$ cat config.mk
export PLATFORM = sky130hd
export DESIGN_NAME = logic_cut_exerciser
export DESIGN_NICKNAME = d
export VERILOG_FILES = /design/src/rtl/logic_cut_exerciser.sv
export SDC_FILE = /design/constraint.sdc
export NUM_CORES = 1
export LEC_CHECK = 0
export ABC_AREA = 0
export BUFFER_PORTS_ARGS = -buffer_cell sky130_fd_sc_hd__buf_2
export CELL_PAD_IN_SITES_DETAIL_PLACEMENT = 0
export CELL_PAD_IN_SITES_GLOBAL_PLACEMENT = 1
export CORE_MARGIN = 4
export CORE_UTILIZATION = 43
export CTS_BUF_LIST = sky130_fd_sc_hd__clkbuf_4 sky130_fd_sc_hd__clkbuf_8 sky130_fd_sc_hd__clkbuf_16
export DETAILED_ROUTE_END_ITERATION = 12
export PLACE_DENSITY = 0.78
export SLEW_MARGIN = 5
export SYNTH_ARGS = -nofsm -noshare
export SYNTH_HDL_FRONTEND = slang
export SYNTH_SLANG_ARGS = --single-unit
$ cat constraint.sdc
create_clock -name clk -period 5.4 [get_ports clk]
set_clock_uncertainty 0.2 [all_clocks]
set_input_delay 0.81 -clock clk [delete_from_list [all_inputs] [get_ports clk]]
set_output_delay 0.81 -clock clk [all_outputs]
set_load 0.005 [all_outputs]
$ cat src/rtl/logic_cut_exerciser.sv
// Self-test driver/checker for the (A&B)|~C, ~C logic block: walks all 8 input
// vectors, waits a settle time per vector, and records mismatches.
module logic_cut_exerciser #(
  parameter int unsigned SETTLE_CYCLES = 2
) (
  input  logic       clk,
  input  logic       rst,
  input  logic       start,
  output logic [2:0] stim_o,
  input  logic [1:0] resp_i,
  output logic       busy,
  output logic       done,
  output logic       pass,
  output logic [3:0] err_count,
  output logic       fail_valid,
  output logic [2:0] first_fail_vec
);

  localparam logic [1:0] IDLE   = 2'd0;
  localparam logic [1:0] SETTLE = 2'd1;
  localparam logic [1:0] CHECK  = 2'd2;
  localparam logic [1:0] DONE   = 2'd3;

  localparam logic [3:0] SettleInit = 4'(SETTLE_CYCLES);
  // With no settle time each vector is checked on the cycle it is applied.
  localparam logic [1:0] VecState   = (SETTLE_CYCLES == 0) ? CHECK : SETTLE;

  logic [1:0] state_q, state_d;
  logic [2:0] vec_q, vec_d;
  logic [3:0] cnt_q, cnt_d;
  logic [3:0] err_q, err_d;
  logic       fv_q, fv_d;
  logic [2:0] ffv_q, ffv_d;
  logic       pass_q, pass_d;
  logic       busy_q, busy_d;
  logic       done_q, done_d;
  logic [1:0] expected;
  logic       mismatch;

  assign expected = {~vec_q[2], (vec_q[0] & vec_q[1]) | ~vec_q[2]};
  assign mismatch = (resp_i != expected);

  always_comb begin
    state_d = state_q;
    vec_d   = vec_q;
    cnt_d   = cnt_q;
    err_d   = err_q;
    fv_d    = fv_q;
    ffv_d   = ffv_q;
    pass_d  = pass_q;
    busy_d  = busy_q;
    done_d  = 1'b0;
    case (state_q)
      IDLE: begin
        if (start) begin
          err_d   = 4'd0;
          fv_d    = 1'b0;
          ffv_d   = 3'd0;
          pass_d  = 1'b0;
          vec_d   = 3'd0;
          cnt_d   = SettleInit;
          busy_d  = 1'b1;
          state_d = VecState;
        end
      end
      SETTLE: begin
        cnt_d = cnt_q - 4'd1;
        if (cnt_q <= 4'd1) begin
          state_d = CHECK;
        end
      end
      CHECK: begin
        if (mismatch) begin
          err_d = err_q + 4'd1;
          if (!fv_q) begin
            fv_d  = 1'b1;
            ffv_d = vec_q;
          end
        end
        if (vec_q == 3'd7) begin
          pass_d  = (err_d == 4'd0);
          busy_d  = 1'b0;
          done_d  = 1'b1;
          state_d = DONE;
        end else begin
          vec_d   = vec_q + 3'd1;
          cnt_d   = SettleInit;
          state_d = VecState;
        end
      end
      default: begin
        state_d = IDLE;
      end
    endcase
  end

  always_ff @(posedge clk) begin
    if (rst) begin
      state_q <= IDLE;
      vec_q   <= 3'd0;
      cnt_q   <= 4'd0;
      err_q   <= 4'd0;
      fv_q    <= 1'b0;
      ffv_q   <= 3'd0;
      pass_q  <= 1'b0;
      busy_q  <= 1'b0;
      done_q  <= 1'b0;
    end else begin
      state_q <= state_d;
      vec_q   <= vec_d;
      cnt_q   <= cnt_d;
      err_q   <= err_d;
      fv_q    <= fv_d;
      ffv_q   <= ffv_d;
      pass_q  <= pass_d;
      busy_q  <= busy_d;
      done_q  <= done_d;
    end
  end

  assign stim_o         = vec_q;
  assign busy           = busy_q;
  assign done           = done_q;
  assign pass           = pass_q;
  assign err_count      = err_q;
  assign fail_valid     = fv_q;
  assign first_fail_vec = ffv_q;

endmodule
== After elaboration in Yosys (flattened, before gate mapping) ==
Index checks and enable logic that the tools add are counted.

* Register bits after elaboration: 20
* Bits in latches: 0
* Bits in writable memories: 0
* ROM bits: 0
* Input port bits: 5
* Output and inout bits: 14
* Logic and storage cells: 65
* Memories kept: 0

* Add/subtract/negate cells: 3
* $mul: 0
* Div/mod/pow operators: 0
* Magnitude comparators: 1
* Eq/ne operators: 10
* Shift operators: 0
* Muxes and demuxes: 26
* Bitwise logic cells: 4
* Reduce and logical (&&, ||, !) cells: 12

{| class="wikitable"
|+ Operator list
! cell !! count
|-
| two-way mux 4 bit || 5
|-
| two-way mux 3 bit || 4
|-
| inequality test 2 bit (second input constant) || 6
|-
| one-hot mux 3 bit (2 select lines) || 2
|-
| one-hot mux 4 bit (3 select lines) || 1
|-
| AND reduction 3 bit || 4
|-
| one-hot mux 4 bit (2 select lines) || 1
|-
| two-way mux 1 bit || 6
|-
| two-way mux 2 bit || 3
|-
| one-hot mux 1 bit (2 select lines) || 3
|-
| one-hot mux 2 bit (3 select lines) || 1
|-
| adder 4 x 1 -> 4 bit (second input constant) || 1
|-
| <= comparator 4 x 1 -> 1 bit (second input constant) || 1
|-
| logical NOT 4 bit || 1
|-
| AND reduction 2 bit || 2
|-
| AND reduction 4 bit || 1
|-
| subtractor 4 x 1 -> 4 bit (second input constant) || 1
|-
| adder 3 x 1 -> 3 bit (second input constant) || 1
|-
| == test 3 bit (second input constant) || 1
|-
| nonzero test 3 bit || 1
|-
| == test 2 x 1 -> 1 bit (second input constant) || 1
|-
| == test 2 bit (second input constant) || 1
|-
| logical NOT 2 bit || 1
|-
| inequality test 2 bit || 1
|-
| other kinds (5) || 6
|}

== Longest topological paths before layout ==
* Depth in word-level cells: 8
* Gate-level depth with buffers: 8
* Gate-level depth less buffers: 7

== Worst setup path before layout ==
No wires, ideal clock.

* Path kind: register to register
* From: register vec_q[0], in the netlist stim_o[0]
* To: register cnt_q[3]
* Setup time: 0.129 ns
* Arrival: 1.724 ns
* Required time: 5.071 ns
* Path slack: 3.347 ns
* Cell stages (with the launch flop): 7
* Path buffers: 0
* Period minus slack after synthesis: 2.053 ns
* Path through: dfxtp_1 -> ha_1 -> ha_1 -> or3b_4 -> a2111oi_4 -> xnor2_1 -> nor3_2

* Word-level cells in the longest chain between the ends: 3

{| class="wikitable"
|+ RTL lines
! what !! RTL line !! text
|-
| start: declaration || 29 || <nowiki>logic [2:0] vec_q, vec_d;</nowiki>
|-
| start signal: assignment || 110 || <nowiki>vec_q <= vec_d;</nowiki>
|-
| == test 3 bit || 80 || <nowiki>if (vec_q == 3'd7) begin</nowiki>
|-
| inequality test 2 bit (no line) || -- ||
|-
| AND reduction 3 bit (no line) || -- ||
|-
| end signal: assignment || 111 || <nowiki>cnt_q <= cnt_d;</nowiki>
|-
| end: declaration || 30 || <nowiki>logic [3:0] cnt_q, cnt_d;</nowiki>
|}

No other way between the ends.
A chain may end at the register's enable or synchronous reset.

== Worst setup path after layout ==
* From: register vec_q[0], in the netlist stim_o[0]
* To: register pass_q, in the netlist pass

* Word-level cells in the longest chain between the ends: 8
* Elaborated cells on any way between the ends: 11
* Classes of those cells: 3 x eq/ne; 4 x mux; 2 x bitwise; 2 x reduce/logical

{| class="wikitable"
|+ RTL lines
! what !! RTL line !! text
|-
| AND 1 bit || 40 || <nowiki>assign expected = {~vec_q[2], (vec_q[0] & vec_q[1]) | ~vec_q[2]};</nowiki>
|-
| bitwise OR 1 bit || 40 ||
|-
| inequality test 2 bit || 41 || <nowiki>assign mismatch = (resp_i != expected);</nowiki>
|-
| two-way mux 4 bit || 73 || <nowiki>if (mismatch) begin</nowiki>
|-
| two-way mux 4 bit || 53 || <nowiki>case (state_q)</nowiki>
|-
| logical NOT 4 bit || 81 || <nowiki>pass_d = (err_d == 4'd0);</nowiki>
|-
| two-way mux 1 bit || 80 ||
|-
| one-hot mux 1 bit (2 select lines) || 53 ||
|-
| end signal: assignment || 115 || <nowiki>pass_q <= pass_d;</nowiki>
|-
| end: declaration || 34 || <nowiki>logic pass_q, pass_d;</nowiki>
|}

Parallel ways exist; a longest one is shown, timed or not. The select of a mux whose other input is x is not followed.

==> flow_metrics.tcl <==
set metrics [dict create \
    critPathCaptureType "flop" \
    finalPower_uw 300 \
    yosys_most_used_dff "dfxtp_1" \
    yosysSeqAreaShare_pct 37.9 \
    place_congestion 0.768 \
    fmax_ghz 0.464 \
    nFillCells 225 \
    ant_nets 0 \
    final.setup.worst_slack_ps 3250 \
    die_height_um 57.6 \
    path_clk_slew_ps 110 \
    synth_async_sr_flop_share_pct 0 \
    holdBufCountCts 0 \
    cp.buffers_inverters 1 \
    cp.required_ps 5400 \
    dieArea_um2 3320 \
    gr-usage-met1_pct 15.8 \
    powerDensity_nw_per_um2 256 \
    vias_per_cell 5.30 \
    drc 0 \
    top_usage_layer "met2" \
    post_drt_wl_per_cell_um 13.3 \
    path_class "reg2reg" \
    slowest_stage "dfxtp_1" \
    hold_violations 0 \
    cts.path.max_buffers 2 \
    htreeDepth 1 \
    ys_ff_latch 20 \
    peakVddDrop_uv 179 \
    final_cell_mix "20 x nor2_1, 20 x dfxtp_1, 18 x buf_2" \
    cp_data_arrival_time_ps 2160 \
    drv_slew 0 \
    rsz0062_at_grt "false" \
    core-area_um2 2280 \
    grt_overflow 0 \
    relSlewSlack_pct 53.2 \
    nNetsFinal 144 \
    drv_cap 0 \
    cts_tree "yes" \
    cts_buffers 3 \
    initial_core_util_pct 46.5 \
    multiInputGateArea_um2 604 \
    final-setup-viol-count 0 \
    dpl.hpwl_um 1580 \
    pin_count 19 \
    grt_max_degree 22 \
    synthCells 116 \
    routed_wirelength_um 2110 \
    slowest_delay_ps 400 \
    dp_slack_ps 3150 \
    clk_latency_ps 300 \
    num_antenna_cells 0 \
    finalCritPeriodShare_pct 39.9 \
    placedInstanceArea_um2 1150 \
    outcome "completed" \
    yosys_warnings 0 \
    grt_use_met3_pct 4.07 \
    synth_edf_count 0 \
    synth_cell_types 39 \
    crit_family "compound AO/OA/AOI/OAI gates" \
    grt_pass1_vias 744 \
    cts-resized-gates 0 \
    path_cells "ha_1 -> inv_1 -> ha_1 -> xnor2_1 -> o21ai_0 -> mux2i_1 -> o41ai_1" \
    final_layout_size_suffix_gt1_share_pct 20.6 \
    via_count 843 \
    fin_crit_ps 2150 \
    drt-initial-drc-count 22 \
    rows 17 \
    hold-worst-slack_ps 304 \
    syn_nets 127 \
    die_w_um 57.6 \
    hp-class "reg2reg" \
    p_leak_nw 0.513 \
    critPathMaxFanout 5 \
    port_buffers 18 \
    first_pass_iters 6 \
    final_cell_area_um2 1170 \
    regArea_um2 400 \
    critPathLaunchType "flop" \
    track_usage_pct 12.9 \
    worst_slew_pin_slew_ps 700 \
    grt_pass1_wl_um 3350 \
    syn2layout_area_growth_pct 10.8 \
    avgSynthCellArea_um2 9.11 \
    antenna_found_initial 0 \
    global_route.usage.met2_pct 21.8 \
    path_common_cell "ha_1" \
    syn_area_um2 1060 \
    cts-root-buf "clkbuf_4" \
    cts.sink_count 20 \
    final.setup.tns_ps 0 \
    post_cts_buffers 0 \
]
-- cells by family after synthesis --
kind of cell / synth area share (%)
mux: 4.73
simple gates: 22.1
xor+xnor: 3.31
buf+inv: 4.97
flops: 37.9
fa+ha+maj: 7.10
compound gates: 19.9
-- sequential cells by signal, summed over array words and instances (netlist names) --
name / cells
first_fail_vec: 3
pass: 1
fail_valid: 1
cnt_q: 4
err_count: 4
state_q: 2
done: 1
stim_o: 3
busy: 1
-- power by group --
part	leakage [nW]	internal (mW)	switching [mW]
Sequential	0.163	0.156	0.0113
Combinational	0.336	0.0300	0.0337
Clock	0.0138	0.0260	0.0430
Total	0.513	0.212	0.0880
-- tightest hold or removal path: stages (launching register included) --
cell	delay (ps)
dfxtp_1	340
mux2i_1	70
nor2_1	70
-- synth_stat cells, types with 2 or more instances --
cell      number  share of area (%)
a21oi_1        5                2.4
a22oi_1        2                1.4
a311oi_1       2                1.7
a31oi_1        3                1.8
and2_1         4                2.4
and3_1         2                1.2
clkbuf_1       4                1.4
dfxtp_1       20                 38
ha_1           6                7.1
inv_1          5                1.8
mux2i_1        5                4.7
nand2_1        4                1.4
nor2_1        20                7.1
nor2b_1        2                1.2
nor3_1         3                1.4
nor3b_1        3                2.1
xnor2_1        4                3.3
-- layer usage --
layer  vias up  wire [µm]
li1        442          -
met1       388       1000
met2        11       1020
met3         2         79
met4         0         12
met5         -          0
-- metrics by stage --
step	cells	utilization [%]
after CTS	159	51.5
after global routing	159	51.5
final	159	51.5
after floorplan	116	-
after global placement	156	50.5
after detailed placement	156	50.5
-- final timing paths --
path,cells after the start,from,to,slack (ps)
worst max-delay path,7,stim_o[0]$_SDFFE_PP0P_,pass$_SDFFE_PP0P_,3250
worst min-delay path,2,first_fail_vec[0]$_SDFFE_PP0P_,first_fail_vec[0]$_SDFFE_PP0P_,300
worst min register to register,2,first_fail_vec[0]$_SDFFE_PP0P_,first_fail_vec[0]$_SDFFE_PP0P_,300
worst max register to register,7,stim_o[0]$_SDFFE_PP0P_,pass$_SDFFE_PP0P_,3250
-- layout make-up --
cell class / instances / area share, %
clock buffer: 3 / 1.92
inverter: 5 / 1.60
multi-input combinational: 85 / 51.6
sequential: 20 / 34.2
tap: 28 / 2.99
timing repair buffer: 18 / 7.69
No activity file was read; power rests on OpenSTA's default activity.
